`config.mk`:
```
export PLATFORM = sky130hd
export DESIGN_NAME = mem_arbiter
export DESIGN_NICKNAME = d
export VERILOG_FILES = /design/src/rtl/mem_arbiter.sv
export SDC_FILE = /design/constraint.sdc
export NUM_CORES = 1
export LEC_CHECK = 0
export ABC_AREA = 1
export BUFFER_PORTS_ARGS = -buffer_cell sky130_fd_sc_hd__buf_2
export CAP_MARGIN = 20
export CORE_AREA = 2 2 105 107
export DETAILED_ROUTE_END_ITERATION = 6
export DIE_AREA = 0 0 107 109
export PLACE_DENSITY = 0.59
export SLEW_MARGIN = 20
export SYNTH_ARGS = -nofsm -noshare
export SYNTH_HDL_FRONTEND = slang
export SYNTH_SLANG_ARGS = --single-unit
```
`constraint.sdc`:
```
create_clock -name CLK -period 1.7 [get_ports CLK]
set_clock_uncertainty 0.2 [all_clocks]
set_input_delay 0.34 -clock CLK [delete_from_list [all_inputs] [get_ports CLK]]
set_output_delay 0.34 -clock CLK [all_outputs]
set_load 0.02 [all_outputs]
```
`src/rtl/mem_arbiter.sv`:
```
// Single-core memory arbiter between icache/dcache and a single-ported RAM.
// One grant at a time; a starvation counter forces an instruction grant after STARVE_MAX data grants.
module mem_arbiter #(
  parameter int STARVE_MAX = 4
) (
  input  logic        CLK,
  input  logic        nRST,
  input  logic        iREN,
  input  logic [31:0] iaddr,
  output logic        iwait,
  output logic [31:0] iload,
  input  logic        dREN,
  input  logic        dWEN,
  input  logic [31:0] daddr,
  input  logic [31:0] dstore,
  output logic        dwait,
  output logic [31:0] dload,
  output logic        ramREN,
  output logic        ramWEN,
  output logic [31:0] ramaddr,
  output logic [31:0] ramstore,
  input  logic [31:0] ramload,
  input  logic [1:0]  ramstate,
  output logic        memerr
);

  typedef enum logic [2:0] {
    IDLE    = 3'd0,
    IGRANT  = 3'd1,
    DREAD   = 3'd2,
    DWRITE  = 3'd3,
    ERRWAIT = 3'd4
  } state_t;

  localparam logic [1:0] RAM_ACCESS = 2'd2;
  localparam logic [1:0] RAM_ERROR  = 2'd3;
  localparam logic [3:0] STARVE_LIM = 4'(STARVE_MAX);

  state_t     state_q, state_d;
  logic [3:0] starve_q, starve_d;

  always_ff @(posedge CLK or negedge nRST) begin
    if (!nRST) begin
      state_q  <= IDLE;
      starve_q <= '0;
    end else begin
      state_q  <= state_d;
      starve_q <= starve_d;
    end
  end

  always_comb begin
    state_d  = state_q;
    starve_d = starve_q;
    iwait    = 1'b1;
    iload    = '0;
    dwait    = 1'b1;
    dload    = '0;
    ramREN   = 1'b0;
    ramWEN   = 1'b0;
    ramaddr  = '0;
    ramstore = '0;
    memerr   = 1'b0;

    case (state_q)
      IDLE: begin
        if (iREN && (starve_q == STARVE_LIM)) state_d = IGRANT;
        else if (dWEN)                        state_d = DWRITE;
        else if (dREN)                        state_d = DREAD;
        else if (iREN)                        state_d = IGRANT;
      end

      IGRANT: begin
        if (!iREN) begin
          state_d = IDLE;
        end else begin
          ramREN  = 1'b1;
          ramaddr = iaddr;
          if (ramstate == RAM_ACCESS) begin
            iwait    = 1'b0;
            iload    = ramload;
            state_d  = IDLE;
            starve_d = '0;
          end else if (ramstate == RAM_ERROR) begin
            memerr  = 1'b1;
            state_d = ERRWAIT;
          end
        end
      end

      DREAD: begin
        if (!dREN) begin
          state_d = IDLE;
        end else begin
          ramREN  = 1'b1;
          ramaddr = daddr;
          if (ramstate == RAM_ACCESS) begin
            dwait   = 1'b0;
            dload   = ramload;
            state_d = IDLE;
            if (iREN && (starve_q != STARVE_LIM)) starve_d = starve_q + 4'd1;
          end else if (ramstate == RAM_ERROR) begin
            memerr  = 1'b1;
            state_d = ERRWAIT;
          end
        end
      end

      DWRITE: begin
        if (!dWEN) begin
          state_d = IDLE;
        end else begin
          ramWEN   = 1'b1;
          ramaddr  = daddr;
          ramstore = dstore;
          if (ramstate == RAM_ACCESS) begin
            dwait   = 1'b0;
            state_d = IDLE;
            if (iREN && (starve_q != STARVE_LIM)) starve_d = starve_q + 4'd1;
          end else if (ramstate == RAM_ERROR) begin
            memerr  = 1'b1;
            state_d = ERRWAIT;
          end
        end
      end

      // One dead cycle with enables low before re-arbitrating the same request.
      ERRWAIT: state_d = IDLE;

      default: state_d = IDLE;
    endcase

    if (!iREN) starve_d = '0;
  end

endmodule

```
Word level (Yosys, flattened, before mapping) --
Index checks and enable logic that the tools add are counted.
Word-level totals: word-level logic and storage cells 64, flip-flop bits (word level) 7, output and inout bits 133
Cells by class: add/subtract/negate cells 1, eq/ne operators 12, reductions and logical operators 4, muxes and demuxes 45
Operator list (count):
- two-way mux 32 bit | 10
- case mux 32 bit (3 select lines) | 1
- two-way mux 3 bit | 9
- two-way mux 4 bit | 6
- two-way mux 1 bit | 14
- case mux 3 bit (4 select lines) | 1
- case mux 4 bit (3 select lines) | 1
- inequality test 3 bit, second input constant | 3
- equality test 3 x 2 -> 1 bit, second input constant | 2
- inequality test 5 bit, second input constant | 1
- adder 4 x 1 -> 4 bit, second input constant | 1
- equality test 2 bit, second input constant | 2
- equality test 4 x 3 -> 1 bit, second input constant | 1
- inequality test 4 x 1 -> 1 bit, second input constant | 1
- inequality test 4 x 3 -> 1 bit, second input constant | 1
- case mux 1 bit (2 select lines) | 2
- AND reduction 4 bit | 1
- equality test 3 x 1 -> 1 bit, second input constant | 1
- zero test 3 bit | 1
- case mux 1 bit (3 select lines) | 1
- logical AND 1 bit | 2

Logic depth before layout (Yosys ltp) --
Gate-level depths: netlist of the first run.
depth in word-level cells 7, mapped depth 10, gate-level depth less buffers 10

Worst setup path after synthesis of the first run --
No wires, ideal clock.
path kind reg-to-output, from register state_q[0], to output port dload[22], path buffers 2, arrival time 1.467 ns, slack -0.307 ns, cell stages (with the launch flop) 8, cells stage by stage dfrtp_1 -> buf_2 -> inv_1 -> nand3_1 -> nor2_2 -> inv_2 -> buf_2 -> nor3_1
On the way: longest elaborated chain between the ends 2
Ends and longest elaborated chain:
- start, declared | line 39 | state_t state_q, state_d;
- start signal, assigned | line 47 | state_q <= state_d;
- equality test 3 x 2 -> 1 bit | line 65 | case (state_q)
- two-way mux 32 bit | line 65
- end, declared | line 17 | output logic [31:0] dload,
No other way between the ends.

Worst setup path in the final report of the first run --
from register state_q[2], to output port ramaddr[0]
On the way: longest elaborated chain between the ends 2
Ends and longest elaborated chain:
- equality test 3 x 2 -> 1 bit / equality test 3 x 1 -> 1 bit (equally long branches) | line 65
- case mux 32 bit (3 select lines) (*) | line 65
- end, declared | line 20 | output logic [31:0] ramaddr,
Mark *: on every way between the ends. The rest lies on a longest branch, timed or not.

==> reports/results.ini, run 1 <==
[routing]
drc = 0
viasPerCell = 4.42
vias = 3334
dr.pass1.iters = 4
drtAntennaViolNets = 0
routed_wl_mm = 11.3
drtIter0Drc = 123
routedWlPerCell_um = 15.0

[clock_network]
clk_latency_ns = 0.22
cts.sinks = 7
cts_buffers = 3
clkSlewWorstSetupHoldPaths_ns = 0.04
cts_buffer_depth = 2
clockRootBuffer = clkbuf_8
cts_max_level = 1
cts_tree = done

[final_layout]
fill_cells = 930
seq_area_sq_um = 176
layout-drive-gt1-share_pct = 76.2
area_growth_pct = 238
final_cells = 754
multi_input_area_sq_um = 2290
final_nets = 751

[setup_path]
ff2ff_path_depth = 11
worstPathCellList = inv_2 > nand3_4 > nor2_4 > nor2_4 > inv_4 > buf_12 > a22o_1 > buf_6
cpMaxStageDelayCell = dfrtp_1
cp_slowest_stage_delay_ns = 0.39
reg2reg_to = starve_q[0]
crit_path_end_kind = output port
start_kind = flop
rrSetupSlack_ns = -0.02
critPathKind = reg -> out
crit_path_max_fanout = 7
reg2reg_from = state_q[2]
crit_top_cell = nor2_4
critPathRequiredTime_ns = 1.16
crit_arrival_ns = 1.60
startpoint = state_q[2]

[die]
die-area_sq_um = 11700
die_y_um = 109
core_sq_um = 10600
ioPinCount = 268
die_x_um = 107
rows = 38
start_util_pct = 15.7

[placement]
io_buffers = 267
dp.cells = 733
gp_congestion = 0.779
detailed_place_hpwl_mm = 8.19

[worst_hold_path]
min-delay-start = ramstate[1]
hold_depth = 3
min_to = state_q[2]
holdCritPathClass = in -> reg

[flow_run]
maxCapViolations = 0

[synth]
synth.net_count = 456
yosysWarningCount = 0
synth_seq_area_share_pct = 10.5
avgSynthCellArea_sq_um = 5.22
synth_area_sq_um = 1660
synth_area_leaders = nor2_1 (17%), a22o_1 (17%), nand2_1 (14%), nor3_1 (11%), inv_1 (11%)
ys_async_sr_fraction_pct = 100
synth_edf_count = 0
yosys.area.top_type = nor2_1
synth_commonest_cells = nor2_1 (75), nand2_1 (64), inv_1 (48)
synth_most_common_cell = nor2_1
ys_ff_latch = 7
synth_cells = 319
ys_types = 19
synth.top_cell.area_share_pct = 16.9
ys.flop_type = dfrtp_1

[pwr]
ir_drop_mv = 0.668
power.density_nw_per_um2 = 845
p_leak_nw = 2.91

[timing]
maxSlewViolCount = 0
period_share_pct = 126
slew_headroom_pct = 76.2
finalSetupTns_ns = -47.13
layout_min_cycle_time_ns = 2.14
finalHoldViolCount = 0
worstMarginPinSlew_ns = 0.356
rsz0062_at_grt = yes
fmax_mhz = 467
setup_viol_count_final = 137
fin_ws_ns = -0.441

[global_route]
grt_antenna_before_repair = 0
grt_pass1_wl_mm = 16.4
grt_overflow = 0
grt_use_total_pct = 17.5
grt_pass1_vias = 3393
grt_max_degree = 33

[outcome]
violations = setup timing
status = finished with violations

-- repair_timing --
item,in CTS,in global routing
setup buffers,9,1
resized for setup,248,100
pin swaps,7,15
hold endpoints to repair,7,0
cloned,6,2
hold buffers,1,0
setup endpoints to repair,134,137
-- registers in the layout, summed over array words and instances, names as in the netlist --
| name | cells |
|---|---|
| starve_q | 4 |
| state_q | 3 |
-- kinds of logic after synthesis --
logic type | synth area share (%)
flops | 10.5
simple gates | 49.8
xor+xnor | 0.526
buf+inv | 19.6
compound gates | 18.0
fa+ha+maj | 1.50
-- where the power goes --
group	leakage [nW]	switching (mW)	internal (mW)	total [mW]
logic	2.79	2.20	2.05	4.25
registers	0.0930	0.0554	0.208	0.264
clock network	0.0228	0.0681	0.162	0.230
-- worst max path at each step --
stage,slack [ns],to,cells after the start
after floorplan,-0.15,dload[0],6
after global placement,-0.26,memerr,6
after detailed placement,-0.30,ramaddr[0],8
after CTS,-0.51,ramaddr[11],9
after global routing,-0.53,ramaddr[0],8
final,-0.44,ramaddr[0],8
-- worst max-delay path: cells and delay by family (launching register included) --
kind | cells | cell delay (ns)
DFF | 1 | 0.39
AOI/OAI and AO/OA | 1 | 0.16
buffers and inverters | 4 | 0.49
and+or+nand+nor | 3 | 0.32
-- metrics by stage --
stage	utilization, %	total power [mW]	setup slack [ns]	instance area (sq um)	hold slack, ns
floorplan	-	2.35	-0.153	2580	-0.156
global placement	39.7	3.23	-0.257	4210	-0.0151
detailed placement	39.7	3.30	-0.301	4210	-0.0117
CTS	49.7	4.51	-0.506	5270	0.259
global route	53.0	5.02	-0.525	5620	0.267
finish	53.0	4.75	-0.441	5620	0.257
-- layer usage --
metal / up-vias / routed length [um] / GRT usage (%) / part of all wire (%)
met2: 169 / 6230 / 34.6 / 55
met1: 1530 / 4180 / 19.6 / 37
met3: 14 / 741 / 1.85 / 6.5
li1: 1621 / - / - / -
met4: 0 / 193 / 5.01 / 1.7
met5: - / 0 / 0 / 0
-- final cells by class --
class | instances | share of cell area [%]
diodes | 1 | 0.0445
clock buffers | 4 | 0.802
inverters | 52 | 3.70
multi-input cells | 235 | 40.8
flip-flops and latches | 7 | 3.14
well taps | 140 | 3.12
repair buffers | 315 | 48.4
-- cell usage in the layout, fill, tap and decap left out, drive strengths merged --
master,netlist,final
a21oi,2,2
a22o,32,32
buf,20,312
clkbuf,5,6
dfrtp,7,7
diode,0,1
dlygate4sd3,0,1
ha,2,2
inv,52,52
nand2,64,64
nand3,10,10
nand4,6,6
nor2,78,78
nor3,38,38
o21ai,2,2
xnor2,1,1
(Power assumes the default switching activity.)
==> run 2, diff against run 1 <==
Settings changed: PLACE_DENSITY 0.59 to 0.57, SLEW_MARGIN 20 to unset.
Clock period 1.7 ns to 2.6 ns, I/O delays scaled along.
==> reports/results.ini, run 2 (synthesis results as in run 1) <==
[worst_hold_path]
min_to = starve_q[3]
hold_depth = 2
holdCritPathClass = reg -> reg
min-delay-start = starve_q[3]

[placement]
io_buffers = 267
detailed_place_hpwl_mm = 7.09
gp_congestion = 0.795
place_area_sq_um = 3140

[clock_network]
clockRootBuffer = clkbuf_8
clk_latency_ns = 0.22
cts_max_level = 1
cts_tree = done
clkSlewWorstSetupHoldPaths_ns = 0.04
cts_buffer_depth = 2
cts.sinks = 7
post_cts_buffers = 0
cts_buffers = 3

[timing]
slew_headroom_pct = 64.8
setup_viol_count_final = 0
finalSetupTns_ns = 0
fmax_mhz = 400
worstMarginPinSlew_ns = 0.528
finalHoldViolCount = 0
layout_min_cycle_time_ns = 2.50
rsz0062_at_grt = yes
maxSlewViolCount = 0
period_share_pct = 96.1

[setup_path]
critPathBufInv = 3
crit_path_max_fanout = 33
reg2reg_from = state_q[1]
worstPathCellList = inv_1 > nand3_1 > nor2_4 > inv_2 > nor3_1 > buf_2
cpMaxStageDelayCell = dfrtp_2
ff2ff_path_depth = 9
path_delay_family = simple AND/OR/NAND/NOR gates
crit_path_end_kind = output port
startpoint = state_q[0]
critPathKind = reg -> out
cp_slowest_stage_delay_ns = 0.46
start_kind = flop
critPathRequiredTime_ns = 1.88
crit_arrival_ns = 1.78
rrSetupSlack_ns = 0.91
reg2reg_to = starve_q[0]

[die]
core_sq_um = 10600
ioPinCount = 268
die-area_sq_um = 11700
start_util_pct = 15.7
die_x_um = 107
rows = 38
die_y_um = 109

[global_route]
grt_overflow = 0
grt_max_degree = 36
grt_pass1_wl_mm = 12.2
grt_use_total_pct = 12.9
grt_pass1_vias = 2435
grt_antenna_before_repair = 1

[final_layout]
final_common_cell = buf_2
reg_top3 = starve_q (4), state_q (3)
final_nets = 713
design_area_sq_um = 3210
largest_reg_flops = 4
area_growth_pct = 93.0
most-common-layout-cells = buf_2 (267), nor2_1 (75), nand2_1 (64), inv_1 (48), nor3_1 (38)
top_register = starve_q
utilization_pct = 30.3
layout-drive-gt1-share_pct = 50.3

[pwr]
power.total_mw = 1.75
pwr-share-comb_pct = 81.7
ir_drop_mv = 0.300
clkPwrFrac_pct = 8.4
p_int_mw = 0.758
power.density_nw_per_um2 = 544
p_switching_mw = 0.990
power_frac_seq_pct = 9.9
sw_frac_of_total_pct = 56.6
p_leak_nw = 2.16

[routing]
drc = 0
routedWlPerCell_um = 11.8
drtAntennaViolNets = 0
routed_wl_mm = 8.46
viasPerCell = 4.07
drtIter0Drc = 197
vias = 2916
dr.pass1.iters = 5

[outcome]
status = finished clean

[flow_run]
maxCapViolations = 0

==> run 2: area by class of cell <==
| cell class | count | area, sq um |
|---|---|---|
| well taps | 140 | 175 |
| flip-flops and latches | 7 | 176 |
| fillers | 1235 | 7390 |
| clock buffers | 4 | 45.0 |
| repair buffers | 277 | 1440 |
| multi-input cells | 235 | 1170 |
| diodes | 1 | 2.50 |
| inverters | 52 | 195 |
==> run 2: layer usage <==
layer	vias up	routed length [um]	track usage [%]
met5	-	0	0
met3	2	737	2.63
met2	142	4240	24.4
li1	1530	-	-
met1	1242	3470	15.4
met4	0	12	1.11
==> run 2: worst max-delay path by stage <==
stage | slack [ns] | cells after the start | to
3_3_place_gp | 0.17 | 6 | ramaddr[6]
2_1_floorplan | 0.28 | 7 | ramaddr[10]
6_report | 0.10 | 6 | dload[3]
4_1_cts | 0.05 | 6 | ramaddr[6]
5_1_grt | -0.04 | 6 | dload[3]
3_5_place_dp | 0.19 | 6 | ramaddr[6]
==> run 2: timing repair <==
| action | CTS | global route |
|---|---|---|
| endpoints found under the hold margin | 7 | 0 |
| endpoints found under the setup margin | 1 | 20 |
| cloned | 0 | 0 |
| hold buffers | 1 | 0 |
| resized for setup | 1 | 3 |
==> run 2: worst min-delay path: cells and delay by family, from the launching register on <==
family / cells / cell delay (ns)
and+or+nand+nor: 2 / 0.12
DFF: 1 / 0.39
==> run 2: power groups by stage <==
stage	registers [mW]	clock network [mW]	logic [mW]
CTS	0.169	0.149	1.44
finish	0.174	0.146	1.43
floorplan	0.158	0	0.977
global placement	0.170	0	1.43
global route	0.179	0.154	1.58
detailed placement	0.170	0	1.43
==> run 2: metrics by stage <==
step | hold slack [ns] | setup slack (ns) | std cells
floorplan | 0.0244 | 0.281 | 319
global placement | 0.159 | 0.168 | 710
detailed placement | 0.164 | 0.190 | 710
CTS | 0.348 | 0.0473 | 715
global route | 0.379 | -0.0361 | 715
finish | 0.348 | 0.102 | 716
==> run 3, diff against run 2 <==
Settings changed: SETUP_SLACK_MARGIN set to 0.3, SKIP_CTS_REPAIR_TIMING set to 1.
==> reports/results.ini, run 3 (synthesis results as in run 1) <==
[outcome]
status = finished clean

[global_route]
grt_use_met3_pct = 2.27
grt_pass1_vias = 2530
grt_max_degree = 36
grt_pass1_wl_mm = 12.8
grt_antenna_before_repair = 2
grt-busiest-layer = met2
grt_use_total_pct = 13.7
grt_overflow = 0
grt_util_met1_pct = 17.7
use_met2_pct = 24.2

[flow_run]
maxCapViolations = 0

[clock_network]
cts_buffers = 3
cts_buffer_depth = 2
cts.sinks = 7
clockRootBuffer = clkbuf_8
cts_tree = done
cts_max_level = 1
clk_latency_ns = 0.22
clkSlewWorstSetupHoldPaths_ns = 0.04

[timing]
fin_ws_ns = 0.201
slew_headroom_pct = 76.6
period_share_pct = 92.3
hold_slack_ns = 0.344
layout_min_cycle_time_ns = 2.40
finalSetupTns_ns = 0
setup_viol_count_final = 0
maxSlewViolCount = 0
worstMarginPinSlew_ns = 0.351
rsz0062_at_grt = yes
fmax_mhz = 417
finalHoldViolCount = 0

[routing]
viasPerCell = 4.36
drc = 0
vias = 3186
routed_wl_mm = 10.3
drtIter0Drc = 151
drtAntennaViolNets = 0
routedWlPerCell_um = 14.1
dr.pass1.iters = 7

[setup_path]
start_kind = flop
crit_path_end_kind = output port
crit_arrival_ns = 1.68
critPathRequiredTime_ns = 1.88
critPathKind = reg -> out
crit_path_max_fanout = 8

[final_layout]
largest_reg_flops = 4
most-common-layout-cells = buf_2 (212), nand2_1 (62), inv_1 (47), nor2_1 (45), buf_6 (35)
final_common_cell = buf_2
layout-drive-gt1-share_pct = 58.3
reg_top3 = starve_q (4), state_q (3)
final_nets = 728
final_cells = 731
area_growth_pct = 142
utilization_pct = 38.1
top_register = starve_q

[placement]
dp.cells = 710
io_buffers = 267
detailed_place_hpwl_mm = 7.45
dp_slack_ns = 0.231
gp_congestion = 0.779

[die]
die_x_um = 107
die-area_sq_um = 11700
core_sq_um = 10600
rows = 38
die_y_um = 109
start_util_pct = 15.7
ioPinCount = 268

[pwr]
power.density_nw_per_um2 = 554
p_leak_nw = 2.32
ir_drop_mv = 0.301

[worst_hold_path]
holdCritPathClass = reg -> reg

## run 3: final timing paths
path,cells past startpoint,slack [ns],from,to
setup / recovery,8,0.20,state_q[0],ramaddr[23]
hold / removal,2,0.34,starve_q[3],starve_q[3]
setup reg to reg,8,0.81,state_q[0],starve_q[1]
hold reg to reg,2,0.34,starve_q[3],starve_q[3]
max in group asynchronous,2,1.57,nRST,state_q[0]
min in group asynchronous,2,0.46,nRST,starve_q[0]
## run 3: report_power, final
group / leakage [nW] / internal (mW) / switching [mW]
Sequential: 0.0930 / 0.136 / 0.0336
Combinational: 2.20 / 0.821 / 1.10
Clock: 0.0228 / 0.106 / 0.0439
## run 3: metal layers
metal,vias to the layer above,wire length [um]
li1,1567,-
met1,1434,4270
met2,170,5100
met3,13,781
met4,2,129
met5,-,13
## run 3: layout make-up
type                       count  area (sq um)
tap                          140           175
antenna                        1          2.50
clock buffer                   4          45.0
inverter                      52           208
timing repair buffer         292          1950
multi-input combinational    235          1480
sequential                     7           176
fill                        1144          6570
## run 3: metrics by stage
step / cell area [sq um] / total power, mW
6_report: 4040 / 2.24
5_1_grt: 4040 / 2.40
4_1_cts: 3190 / 1.76
3_5_place_dp: 3140 / 1.60
3_3_place_gp: 3140 / 1.61
2_1_floorplan: 1670 / 1.14
## run 3: worst max-delay path: stages, from the launching register on
cell and delay, ns:
dfrtp_2 0.43, buf_4 0.16, nand3_4 0.10, nor2_4 0.06, nor2_4 0.14, inv_6 0.07, clkbuf_16 0.16, a22o_1 0.18
buf_4 0.16
